**src/rtl/tmr_fault_logger_if.sv**
```systemverilog
// Record drain interface of the TMR fault logger: valid/ready with the head record fields.
// The logger drives the record (master); the debug/telemetry consumer drives ready (slave).
interface tmr_fault_logger_if #(
    parameter int WIDTH = 128
);
    logic             rec_valid;
    logic             rec_ready;
    logic [2:0]       rec_mask;
    logic [WIDTH-1:0] rec_stamp;

    modport master (
        output rec_valid,
        output rec_mask,
        output rec_stamp,
        input  rec_ready
    );

    modport slave (
        input  rec_valid,
        input  rec_mask,
        input  rec_stamp,
        output rec_ready
    );
endinterface

```
**src/rtl/tmr_fault_logger.sv**
```systemverilog
// Monitors the TMR voter fault flags: saturating per-replica event counters, sticky
// persistent-fault flags, and a timestamped FWFT FIFO of fault-pattern changes.
module tmr_fault_logger #(
    parameter int WIDTH   = 128,
    parameter int DEPTH   = 4,
    parameter int CNT_W   = 16,
    parameter int PERSIST = 3
) (
    input  logic                 clk,
    input  logic                 rst_n,
    input  logic [WIDTH-1:0]     q_voted_i,
    input  logic [2:0]           fault_i,
    input  logic                 clear_i,
    tmr_fault_logger_if.master   rec_if,
    output logic [CNT_W-1:0]     fault_cnt0_o,
    output logic [CNT_W-1:0]     fault_cnt1_o,
    output logic [CNT_W-1:0]     fault_cnt2_o,
    output logic [2:0]           persistent_o,
    output logic                 overflow_o
);
    localparam int AW    = (DEPTH > 1) ? $clog2(DEPTH) : 1;
    localparam int RUN_W = $clog2(PERSIST + 1);
    localparam logic [AW:0]      DEPTH_C   = (AW+1)'(DEPTH);
    localparam logic [RUN_W-1:0] PERSIST_C = RUN_W'(PERSIST);

    logic [2:0]       fault_q;
    logic [CNT_W-1:0] cnt_q [3];
    logic [CNT_W-1:0] cnt_d [3];
    logic [RUN_W-1:0] run_q [3];
    logic [RUN_W-1:0] run_d [3];
    logic [2:0]       persistent_q, persistent_d;
    logic             overflow_q, overflow_d;

    logic [2:0]       mem_mask_q  [DEPTH];
    logic [WIDTH-1:0] mem_stamp_q [DEPTH];
    logic [AW-1:0]    wr_ptr_q, wr_ptr_d, rd_ptr_q, rd_ptr_d;
    logic [AW:0]      count_q, count_d, count_after_pop;
    logic [2:0]       head_mask_q, head_mask_d;
    logic [WIDTH-1:0] head_stamp_q, head_stamp_d;

    logic event_w, pop_w, full_w, push_w, drop_w;

    always_comb begin
        event_w = (fault_i != 3'b000) && (fault_i != fault_q);
        pop_w   = (count_q != '0) && rec_if.rec_ready;
        full_w  = (count_q == DEPTH_C);
        push_w  = event_w && (!full_w || pop_w);
        drop_w  = event_w && full_w && !pop_w;

        rd_ptr_d        = pop_w  ? rd_ptr_q + AW'(1) : rd_ptr_q;
        wr_ptr_d        = push_w ? wr_ptr_q + AW'(1) : wr_ptr_q;
        count_after_pop = count_q - (AW+1)'(pop_w);
        count_d         = count_after_pop + (AW+1)'(push_w);

        // Head is registered so the outputs hold the last record once the FIFO drains.
        head_mask_d  = head_mask_q;
        head_stamp_d = head_stamp_q;
        if (count_d != '0) begin
            if (count_after_pop == '0) begin
                head_mask_d  = fault_i;
                head_stamp_d = q_voted_i;
            end else begin
                head_mask_d  = mem_mask_q[rd_ptr_d];
                head_stamp_d = mem_stamp_q[rd_ptr_d];
            end
        end
    end

    always_comb begin
        persistent_d = persistent_q;
        for (int i = 0; i < 3; i++) begin
            cnt_d[i] = cnt_q[i];
            run_d[i] = '0;
            if (fault_i[i] && !fault_q[i] && (cnt_q[i] != '1))
                cnt_d[i] = cnt_q[i] + CNT_W'(1);
            if (fault_i[i])
                run_d[i] = (run_q[i] == PERSIST_C) ? run_q[i] : run_q[i] + RUN_W'(1);
            if (run_d[i] == PERSIST_C)
                persistent_d[i] = 1'b1;
        end
        overflow_d = overflow_q | drop_w;
        if (clear_i) begin
            for (int i = 0; i < 3; i++) begin
                cnt_d[i] = '0;
                run_d[i] = '0;
            end
            persistent_d = '0;
            overflow_d   = 1'b0;
        end
    end

    always_ff @(posedge clk or negedge rst_n) begin
        if (!rst_n) begin
            fault_q      <= '0;
            persistent_q <= '0;
            overflow_q   <= 1'b0;
            wr_ptr_q     <= '0;
            rd_ptr_q     <= '0;
            count_q      <= '0;
            head_mask_q  <= '0;
            head_stamp_q <= '0;
            for (int i = 0; i < 3; i++) begin
                cnt_q[i] <= '0;
                run_q[i] <= '0;
            end
        end else begin
            fault_q      <= fault_i;
            persistent_q <= persistent_d;
            overflow_q   <= overflow_d;
            wr_ptr_q     <= wr_ptr_d;
            rd_ptr_q     <= rd_ptr_d;
            count_q      <= count_d;
            head_mask_q  <= head_mask_d;
            head_stamp_q <= head_stamp_d;
            for (int i = 0; i < 3; i++) begin
                cnt_q[i] <= cnt_d[i];
                run_q[i] <= run_d[i];
            end
        end
    end

    // Storage is only ever read behind valid pointers, so it needs no reset.
    always_ff @(posedge clk) begin
        if (push_w) begin
            mem_mask_q[wr_ptr_q]  <= fault_i;
            mem_stamp_q[wr_ptr_q] <= q_voted_i;
        end
    end

    assign rec_if.rec_valid = (count_q != '0);
    assign rec_if.rec_mask  = head_mask_q;
    assign rec_if.rec_stamp = head_stamp_q;
    assign fault_cnt0_o     = cnt_q[0];
    assign fault_cnt1_o     = cnt_q[1];
    assign fault_cnt2_o     = cnt_q[2];
    assign persistent_o     = persistent_q;
    assign overflow_o       = overflow_q;
endmodule

```
**src/flat_wrapper.sv**
```systemverilog
// flat-port wrapper written by rule: the top's interface ports become plain ports
module tmr_fault_logger_flat 
#(
    parameter int WIDTH   = 128,
    parameter int DEPTH   = 4,
    parameter int CNT_W   = 16,
    parameter int PERSIST = 3
)
  (clk, rst_n, q_voted_i, fault_i, clear_i, fault_cnt0_o, fault_cnt1_o, fault_cnt2_o, persistent_o, overflow_o, rec_if_rec_valid, rec_if_rec_mask, rec_if_rec_stamp, rec_if_rec_ready);
  tmr_fault_logger_if #(.WIDTH(WIDTH)) rec_if_i ();
  input  logic clk;
  input  logic rst_n;
  input  logic [WIDTH-1:0] q_voted_i;
  input  logic [2:0] fault_i;
  input  logic clear_i;
  output logic [CNT_W-1:0] fault_cnt0_o;
  output logic [CNT_W-1:0] fault_cnt1_o;
  output logic [CNT_W-1:0] fault_cnt2_o;
  output logic [2:0] persistent_o;
  output logic overflow_o;
  output wire logic [$bits(rec_if_i.rec_valid)-1:0] rec_if_rec_valid;
  output wire logic [$bits(rec_if_i.rec_mask)-1:0] rec_if_rec_mask;
  output wire logic [$bits(rec_if_i.rec_stamp)-1:0] rec_if_rec_stamp;
  input wire logic [$bits(rec_if_i.rec_ready)-1:0] rec_if_rec_ready;
  assign rec_if_rec_valid = rec_if_i.rec_valid;
  assign rec_if_rec_mask = rec_if_i.rec_mask;
  assign rec_if_rec_stamp = rec_if_i.rec_stamp;
  assign rec_if_i.rec_ready = rec_if_rec_ready;
  tmr_fault_logger #(.WIDTH(WIDTH), .DEPTH(DEPTH), .CNT_W(CNT_W), .PERSIST(PERSIST)) u_core (.clk(clk), .rst_n(rst_n), .q_voted_i(q_voted_i), .fault_i(fault_i), .clear_i(clear_i), .rec_if(rec_if_i), .fault_cnt0_o(fault_cnt0_o), .fault_cnt1_o(fault_cnt1_o), .fault_cnt2_o(fault_cnt2_o), .persistent_o(persistent_o), .overflow_o(overflow_o));
endmodule
```
**config.mk**
```make
export PLATFORM = sky130hd
export DESIGN_NAME = tmr_fault_logger_flat
export DESIGN_NICKNAME = d
export VERILOG_FILES = /design/src/rtl/tmr_fault_logger_if.sv /design/src/rtl/tmr_fault_logger.sv /design/src/flat_wrapper.sv
export SDC_FILE = /design/constraint.sdc
export NUM_CORES = 1
export LEC_CHECK = 0
export ABC_AREA = 1
export CORE_MARGIN = 3
export CORE_UTILIZATION = 47
export CTS_CLUSTER_DIAMETER = 200
export DETAILED_ROUTE_END_ITERATION = 10
export PLACE_DENSITY_LB_ADDON = 0.1
export SYNTH_ARGS = -nofsm -noshare
export SYNTH_HDL_FRONTEND = slang
export SYNTH_SLANG_ARGS = --single-unit
```
**constraint.sdc**
```tcl
create_clock -name clk -period 8.6 [get_ports clk]
set_clock_uncertainty 0.1 [all_clocks]
set_input_delay 1.72 -clock clk [delete_from_list [all_inputs] [get_ports clk]]
set_output_delay 1.72 -clock clk [all_outputs]
set_load 0.03 [all_outputs]
```
==> flow_summary.ini, run 1 <==
[power_and_ir_drop]
share_comb_of_total_power = 0.447
pwr-share-clk = 0.212
power_mw = 15.9
peakVddDrop_mv = 0.339
internal-power_mw = 9.26
switching_share = 0.418
seq_power_share = 0.342
p_leak_nw = 17.3
power.density_mw_per_mm2 = 407
p_switching_mw = 6.65

[finish]
layout.nets = 3829
fin_area_sq_mm = 0.0390
drive_gt1_frac = 0.0422
fin_cells = 4682
final_util = 0.568
area_growth_pct = 19.6

[flow_run]
maxCapViolations = 0

[worst_setup_path]
critPathLaunch = fault_i[2]
reg2reg_depth = 14
crit_type = in -> reg
cp_top_family = buffers and inverters
crit_top_cell = nand2_1
cp.arrival_ns = 6.11
critical_path.cell_chain = clkdlybuf4s50_1 > ha_1 > nand3_1 > nand2_1 > inv_1 > nand2_1 > inv_1 > ha_1 > ha_1 > xor2_1 > nand2_4 > inv_4 > buf_12 > nand2_1 > nand2_1
slowest_stage = inv_4
r2r-end = u_core.rec_if.rec_stamp[88]$_DFFE_PN0P_
crit_path_start_kind = input pin
reg2reg_from = u_core.count_q[0]$_DFF_PN0_
crit_buf_inv = 5
crit_required_ns = 9.03
end_kind = register
r2r_slack_ns = 4.21
critical-path-max-stage-delay_ns = 0.80
critPathMaxFanout = 75

[synthesis]
synthesis.area_sq_mm = 0.0327
ys.flop_type = edfxtp_1
avgSynthCellArea_sq_um = 9.50
synth.distinct_cells = 34
synthCells = 3438
synth_top_area_frac = 0.482
synth_nets = 3587
synth_area_leaders = edfxtp_1, dfrtp_1, nand3_1
synth_edf_count = 524
synth_warnings = 0
synth.ff_latch_count = 723
async_flop_share = 0.275
post-synth-top-count-cell = nand2_1
yosys-top-cells-count = nand2_1, inv_1, nand3_1, edfxtp_1, dfrtp_1
ys_seq_area_frac = 0.634
synth_top_area_cell = edfxtp_1

[timing]
hold-worst-slack_ns = 0.353
setup-tns-final_ns = 0
rsz0062_at_grt = no
slew_violations = 0
setup_ws_ns = 2.91
fmax_mhz = 176
finalHoldViolations = 0
period_share = 0.661
setup_viol = 0
slew_headroom = 0.218
tightest_slew_ns = 1.17
period_needed_ns = 5.69

[route]
wl_per_cell_um = 18.0
drt_iter0_drc = 1621
ant_nets = 0
drc = 0
firstDrtPassIters = 5
wirelength_mm = 84.4
vias_per_cell = 5.08
vias = 23800

[place]
port_buffers = 318
place_congestion = 0.845
placed_area_sq_mm = 0.0364
place_inst = 4530
post-place-ws_ns = 2.23
dpl.hpwl_mm = 45.7

[grt]
grt_max_degree = 148
grt_antenna_before_repair = 10
grt_overflow = 0
grtUsageTotal = 0.231
grt_pass1_wl_mm = 133
grt_pass1_vias = 24000

[clock_network]
cts_buffers = 79
root_buffer = clkbuf_16
postCtsHoldBufs = 0
cts_sinks = 723
cts_setup_buffers = 0
h-tree-depth = 3
insertion_delay_ns = 0.61
cts_resized = 0
path_clk_slew_ns = 0.06
cts_tree = built
clk_path_buf_depth = 3

[hold_path]
holdCritPathClass = reg -> reg
min_delay_worst_endpoint = u_core.run_q[2]$_DFF_PN0_
hold_depth = 1
hp-start = u_core.run_q[2]$_DFF_PN0_

[floorplan]
fp.dieW_um = 270
boundaryPins = 319
die_y_um = 270
start_util = 0.475
die_area_sq_mm = 0.0727
coreArea_sq_mm = 0.0687
num_rows = 96

[run_status]
status = finished, final reports clean
-- registers in the layout, summed over array words and instances (netlist names) --
signal	count
u_core.fault_cnt0_o	16
u_core.rd_ptr_q	2
u_core.fault_cnt2_o	16
u_core.mem_stamp_q	512
u_core.fault_cnt1_o	16
u_core.wr_ptr_q	2
u_core.rec_if.rec_mask	3
u_core.persistent_o	3
u_core.count_q	3
u_core.mem_mask_q	12
u_core.fault_q	3
u_core.run_q	6
u_core.overflow_o	1
u_core.rec_if.rec_stamp	128
-- worst register-to-register path: cells and delay by family (launching register included) --
family	cells	cell delay, ns
adder cells (fa/ha/maj)	2	0.44
XOR/XNOR	1	0.29
buffers and inverters	3	1.39
flip-flops	1	0.40
AND/OR/NAND/NOR	8	1.70
-- cells in the final DEF, fill, tap and decap left out, types with 9 or more instances in the layout --
master             n
a21oi_1            9
buf_4             14
clkbuf_1          24
clkbuf_16         85
clkbuf_8           9
clkdlybuf4s50_1  317
clkinv_1          17
clkinv_2           9
dfrtp_1          199
edfxtp_1         524
ha_1              14
inv_1            715
nand2_1          776
nand3_1          694
nand4_1           15
nor2_1            64
nor3_1            24
o21ai_0          106
o21ai_1           60
xor2_1            19
-- kinds of logic after synthesis --
kind of cell / count (synthesis) / synth area share
simple gates: 1596 / 0.214
buf+inv: 901 / 0.112
flops: 723 / 0.634
compound gates: 182 / 0.0285
xor+xnor: 22 / 0.00613
fa+ha+maj: 14 / 0.00536
-- power groups by stage --
| stage | sequential (mW) | clock, mW | combinational [mW] |
|---|---|---|---|
| 6_report | 5.43 | 3.37 | 7.10 |
| 5_1_grt | 5.53 | 3.59 | 7.99 |
| 2_1_floorplan | 6.21 | 0 | 4.23 |
| 3_5_place_dp | 5.50 | 0 | 7.18 |
| 4_1_cts | 5.44 | 3.45 | 7.21 |
| 3_3_place_gp | 5.48 | 0 | 7.02 |
-- final cells by class --
type / count / area, sq um
Tap cell: 931 / 1160
Multi-Input combinational cell: 1814 / 8380
Antenna cell: 4 / 10.0
Clock buffer: 118 / 2340
Inverter: 722 / 2720
Clock inverter: 30 / 273
Timing Repair Buffer: 340 / 3450
Sequential cell: 723 / 20700
Fill cell: 5893 / 29700
-- worst max path at each step --
stage / end / cells past startpoint
finish: u_core.rec_if.rec_stamp[88]$_DFFE_PN0P_ / 15
CTS: u_core.rec_if.rec_stamp[88]$_DFFE_PN0P_ / 15
floorplan: u_core.mem_mask_q[0][0]$_DFFE_PP_ / 6
global placement: u_core.rec_if.rec_stamp[69]$_DFFE_PN0P_ / 15
global route: u_core.rec_if.rec_stamp[80]$_DFFE_PN0P_ / 15
detailed placement: u_core.rec_if.rec_stamp[95]$_DFFE_PN0P_ / 15
-- per-layer routing --
layer  up-vias  part of all wire  GRT usage
met2       623              0.49      0.397
met3       138             0.053     0.0435
met4        12             0.026     0.0709
met1     11500              0.43      0.298
met5         -            0.0010          0
li1      11500                 -          -
Note: power is estimated with default switching activity, not from simulation.
==> run 2: changes to the inputs <==
==> constraint.sdc (replaced) <==
create_clock -name clk -period 5.45 [get_ports clk]
set_clock_uncertainty 0.1 [all_clocks]
set_input_delay 1.09 -clock clk [delete_from_list [all_inputs] [get_ports clk]]
set_output_delay 1.09 -clock clk [all_outputs]
set_load 0.03 [all_outputs]
==> run 2 against run 1 <==
Non-clock buffer count rose by 16. Worst setup slack got worse by 1.6 ns. Critical endpoint is now u_core.rec_if.rec_stamp[45]$_DFFE_PN0P_. Combinational power rose by 61%. Cell count grew 0.34%. Critical path type unchanged. Clock power increased by 58%.
==> flow_summary.ini, run 2 (synthesis gave the netlist of run 1 again) <==
[run_status]
status = finished, final reports clean

[grt]
grt_max_degree = 153
grt_pass1_wl_mm = 136
grt_busiest_layer = met2
grtUsageTotal = 0.237
grt_pass1_vias = 24000
use_met3 = 0.0447
use_met2 = 0.404
grt_antenna_before_repair = 8
grt_overflow = 0
met1_usage = 0.311

[place]
dpl.hpwl_mm = 48.6
placed_area_sq_mm = 0.0367
place_congestion = 0.832
place_inst = 4546
port_buffers = 318

[finish]
layout_common_cells = nand2_1, inv_1, nand3_1
fin_area_sq_mm = 0.0393
fin_cells = 4698
drive_gt1_frac = 0.0473
largest-register = u_core.mem_stamp_q
layout.nets = 3846
largest_reg_flops = 512
area_growth_pct = 20.4
layout_commonest_cell = nand2_1
fillers = 5856

[clock_network]
cts_setup_buffers = 0
root_buffer = clkbuf_16
postCtsHoldBufs = 0
cts_tree = built
clk_path_buf_depth = 3
insertion_delay_ns = 0.62
path_clk_slew_ns = 0.06
cts_buffers = 80
cts_sinks = 723
cts_resized = 0
h-tree-depth = 3

[worst_setup_path]
critPathMaxFanout = 39
crit_required_ns = 5.89
end_kind = register
crit_path_start_kind = input pin
critical-path-max-stage-delay_ns = 0.57
critical_path.cell_chain = clkdlybuf4s50_1 > ha_1 > nand3_1 > nand2_1 > inv_1 > nand2_1 > inv_1 > ha_1 > ha_1 > xor2_1 > nand2_4 > inv_4 > buf_12 > nand2_1 > nand2_1
slowest_stage = clkdlybuf4s50_1
crit_top_cell = nand2_1
crit_type = in -> reg
cp.arrival_ns = 4.54
crit_buf_inv = 5
cp_top_family = buffers and inverters

[timing]
slew_violations = 0
rsz0062_at_grt = no
slew_headroom = 0.288
finalHoldViolations = 0
period_share = 0.751
setup_viol = 0
tightest_slew_ns = 1.07
period_needed_ns = 4.09
fmax_mhz = 244

[power_and_ir_drop]
pwr-share-clk = 0.211
share_comb_of_total_power = 0.451
peakVddDrop_mv = 0.584
switching_share = 0.417
p_switching_mw = 10.6
seq_power_share = 0.338
internal-power_mw = 14.8
power.density_mw_per_mm2 = 644
p_leak_nw = 17.4

[route]
vias = 23900
drt_iter0_drc = 1709
ant_nets = 0
vias_per_cell = 5.09
firstDrtPassIters = 6
wirelength_mm = 86.2
wl_per_cell_um = 18.3
drc = 0

[flow_run]
maxCapViolations = 0

[floorplan]
die_area_sq_mm = 0.0727
start_util = 0.475
coreArea_sq_mm = 0.0687
num_rows = 96
die_y_um = 270
fp.dieW_um = 270
boundaryPins = 319

[hold_path]
holdCritPathClass = in -> async
==> run 2: layer usage <==
| metal | up-vias | part of all wire |
|---|---|---|
| met1 | 11600 | 0.43 |
| met3 | 153 | 0.052 |
| met2 | 569 | 0.49 |
| met5 | - | 0.00089 |
| met4 | 10 | 0.023 |
| li1 | 11600 | - |
==> run 2: cell type report <==
cell class | count | area (sq um) | area share
clock inverter | 31 | 287 | 0.00729
clock buffer | 118 | 2330 | 0.0593
tap | 931 | 1160 | 0.0296
inverter | 722 | 2720 | 0.0691
timing repair buffer | 356 | 3720 | 0.0947
multi-input combinational | 1814 | 8380 | 0.213
sequential | 723 | 20700 | 0.527
antenna | 3 | 7.51 | 0.000191
==> run 2: path summary, 6_finish.rpt <==
path	depth (start not counted)	start	endpoint	slack [ns]
max	15	fault_i[2]	u_core.rec_if.rec_stamp[45]$_DFFE_PN0P_	1.36
min	1	rst_n	u_core.rec_if.rec_stamp[69]$_DFFE_PN0P_	0.35
max reg2reg	14	u_core.count_q[0]$_DFF_PN0_	u_core.rec_if.rec_stamp[45]$_DFFE_PN0P_	2.05
min reg2reg	1	u_core.run_q[4]$_DFF_PN0_	u_core.run_q[4]$_DFF_PN0_	0.35
max in group asynchronous	2	rst_n	u_core.rec_if.rec_stamp[25]$_DFFE_PN0P_	3.81
min in group clk	1	u_core.run_q[4]$_DFF_PN0_	u_core.run_q[4]$_DFF_PN0_	0.35
==> run 2: power by group through the flow <==
stage | Clock [mW] | Sequential (mW) | Combinational [mW]
final | 5.34 | 8.56 | 11.4
after global routing | 5.69 | 8.70 | 12.9
after CTS | 5.46 | 8.56 | 11.6
after detailed placement | 0 | 8.65 | 11.6
after global placement | 0 | 8.62 | 11.4
after floorplan | 0 | 9.66 | 6.68
==> run 2: metrics by stage <==
stage | worst slack [ns] | hold WS [ns] | TNS, ns | util | power (mW)
floorplan | -0.225 | 0.317 | -117.95 | - | 16.3
global placement | 0.808 | 0.330 | 0 | 0.534 | 20.0
detailed placement | 0.690 | 0.341 | 0 | 0.534 | 20.3
CTS | 1.32 | 0.348 | 0 | 0.572 | 25.7
global route | 1.04 | 0.383 | 0 | 0.572 | 27.3
finish | 1.36 | 0.352 | 0 | 0.572 | 25.3
==> run 3: changes to the inputs <==
==> constraint.sdc (replaced) <==
create_clock -name clk -period 4.3 [get_ports clk]
set_clock_uncertainty 0.1 [all_clocks]
set_input_delay 0.86 -clock clk [delete_from_list [all_inputs] [get_ports clk]]
set_output_delay 0.86 -clock clk [all_outputs]
set_load 0.03 [all_outputs]
==> run 3 against run 2 <==
Worst hold slack worse by 0.12 ns. Clock power rose by 29%. Clock-buffer cell count down 6. Cell count increased by 0.26%. Global-route usage increased by 0.068 points. Sequential share of layout area shrank 0.41 points. Combinational power is 29% higher. Wire length rose by 0.90%. Largest cell class unchanged. Critical path depth grew 1.
==> flow_summary.ini, run 3 (synthesis gave the netlist of run 1 again) <==
[finish]
drive_gt1_frac = 0.0541
largest-register = u_core.mem_stamp_q
layout.nets = 3858
fin_cells = 4710
area_growth_pct = 21.4
layout_commonest_cell = nand2_1
layout_common_cells = nand2_1, inv_1, nand3_1
largest_reg_flops = 512

[route]
vias = 24100
firstDrtPassIters = 5
vias_per_cell = 5.11
wirelength_mm = 86.9
wl_per_cell_um = 18.5
ant_nets = 0
drc = 0
drt_iter0_drc = 1704

[timing]
fmax_mhz = 312
tightest_slew_ns = 0.867
period_needed_ns = 3.21
slew_headroom = 0.422
slew_violations = 0
setup_ws_ns = 1.09
setup-tns-final_ns = 0
setup_viol = 0
period_share = 0.746
finalHoldViolations = 0
rsz0062_at_grt = no

[worst_setup_path]
slowest_stage = clkdlybuf4s50_1
critical-path-max-stage-delay_ns = 0.50
crit_top_cell = nand2_1
critPathLaunch = fault_i[0]
end_kind = register
crit_path_start_kind = input pin
critical_path.cell_chain = clkdlybuf4s50_1 > ha_1 > nand3_1 > nand2_1 > inv_1 > nand2_1 > inv_1 > ha_1 > ha_1 > xor2_1 > nand2_4 > buf_4 > o21ai_0 > inv_1 > nand2_1 > nand2_1
cp.arrival_ns = 3.65
r2r-end = u_core.rec_if.rec_stamp[78]$_DFFE_PN0P_
cp_top_family = buffers and inverters
crit_buf_inv = 5
crit_type = in -> reg
crit_required_ns = 4.74
r2r_slack_ns = 1.34
reg2reg_depth = 15
reg2reg_from = u_core.count_q[0]$_DFF_PN0_
critPathMaxFanout = 43

[grt]
grt_busiest_layer = met2
use_met2 = 0.401
grt_antenna_before_repair = 15
use_met3 = 0.0462
grtUsageTotal = 0.237
met1_usage = 0.303
grt_pass1_vias = 24100
grt_overflow = 0
grt_pass1_wl_mm = 136
grt_max_degree = 137

[hold_path]
holdCritPathClass = in -> async

[place]
place_congestion = 0.838
dpl.hpwl_mm = 48.6
place_inst = 4559
port_buffers = 318
post-place-ws_ns = 0.440

[floorplan]
die_area_sq_mm = 0.0727
coreArea_sq_mm = 0.0687
start_util = 0.475
fp.dieW_um = 270
die_y_um = 270
num_rows = 96
boundaryPins = 319

[clock_network]
cts_tree = built
root_buffer = clkbuf_16
h-tree-depth = 3
insertion_delay_ns = 0.62
cts_buffers = 79
cts_setup_buffers = 0
cts_sinks = 723
cts_resized = 0
path_clk_slew_ns = 0.06
postCtsHoldBufs = 0
clk_path_buf_depth = 3

[power_and_ir_drop]
power_mw = 32.4
power.density_mw_per_mm2 = 818
p_leak_nw = 17.6
peakVddDrop_mv = 0.839

[flow_run]
maxCapViolations = 0

[run_status]
status = finished, final reports clean
run 3: metal layers:
| layer | wire length, um | share of wire |
|---|---|---|
| met1 | 37100 | 0.43 |
| met4 | 2680 | 0.031 |
| met3 | 4990 | 0.057 |
| met5 | 106 | 0.0012 |
| met2 | 42100 | 0.48 |
run 3: power by group:
part / internal [mW] / switching [mW]
clock network: 4.14 / 2.75
registers: 10.1 / 0.767
logic: 4.78 / 9.92
run 3: layout make-up:
class	count	area [sq um]
antenna	7	17.5
clock buffer	112	2330
clock inverter	32	333
fill	5885	29100
inverter	722	2720
multi-input combinational	1814	8380
sequential	723	20700
tap	931	1160
timing repair buffer	369	3970
run 3: worst max path at each step:
stage	to	slack, ns	cells past startpoint
2_1_floorplan	u_core.mem_mask_q[0][0]$_DFFE_PP_	-1.15	6
3_3_place_gp	u_core.rec_if.rec_stamp[78]$_DFFE_PN0P_	0.47	16
3_5_place_dp	u_core.rec_if.rec_stamp[98]$_DFFE_PN0P_	0.44	16
4_1_cts	u_core.rec_if.rec_stamp[78]$_DFFE_PN0P_	1.09	16
5_1_grt	u_core.rec_if.rec_stamp[78]$_DFFE_PN0P_	0.82	16
6_report	u_core.rec_if.rec_stamp[78]$_DFFE_PN0P_	1.09	16
run 3: metrics by stage:
step / util / hold slack (ns) / instance area, sq um
4_1_cts: 0.577 / 0.251 / 39600
3_3_place_gp: 0.538 / 0.329 / 36900
2_1_floorplan: - / 0.317 / 32700
3_5_place_dp: 0.538 / 0.336 / 36900
5_1_grt: 0.577 / 0.282 / 39600
6_report: 0.577 / 0.235 / 39600
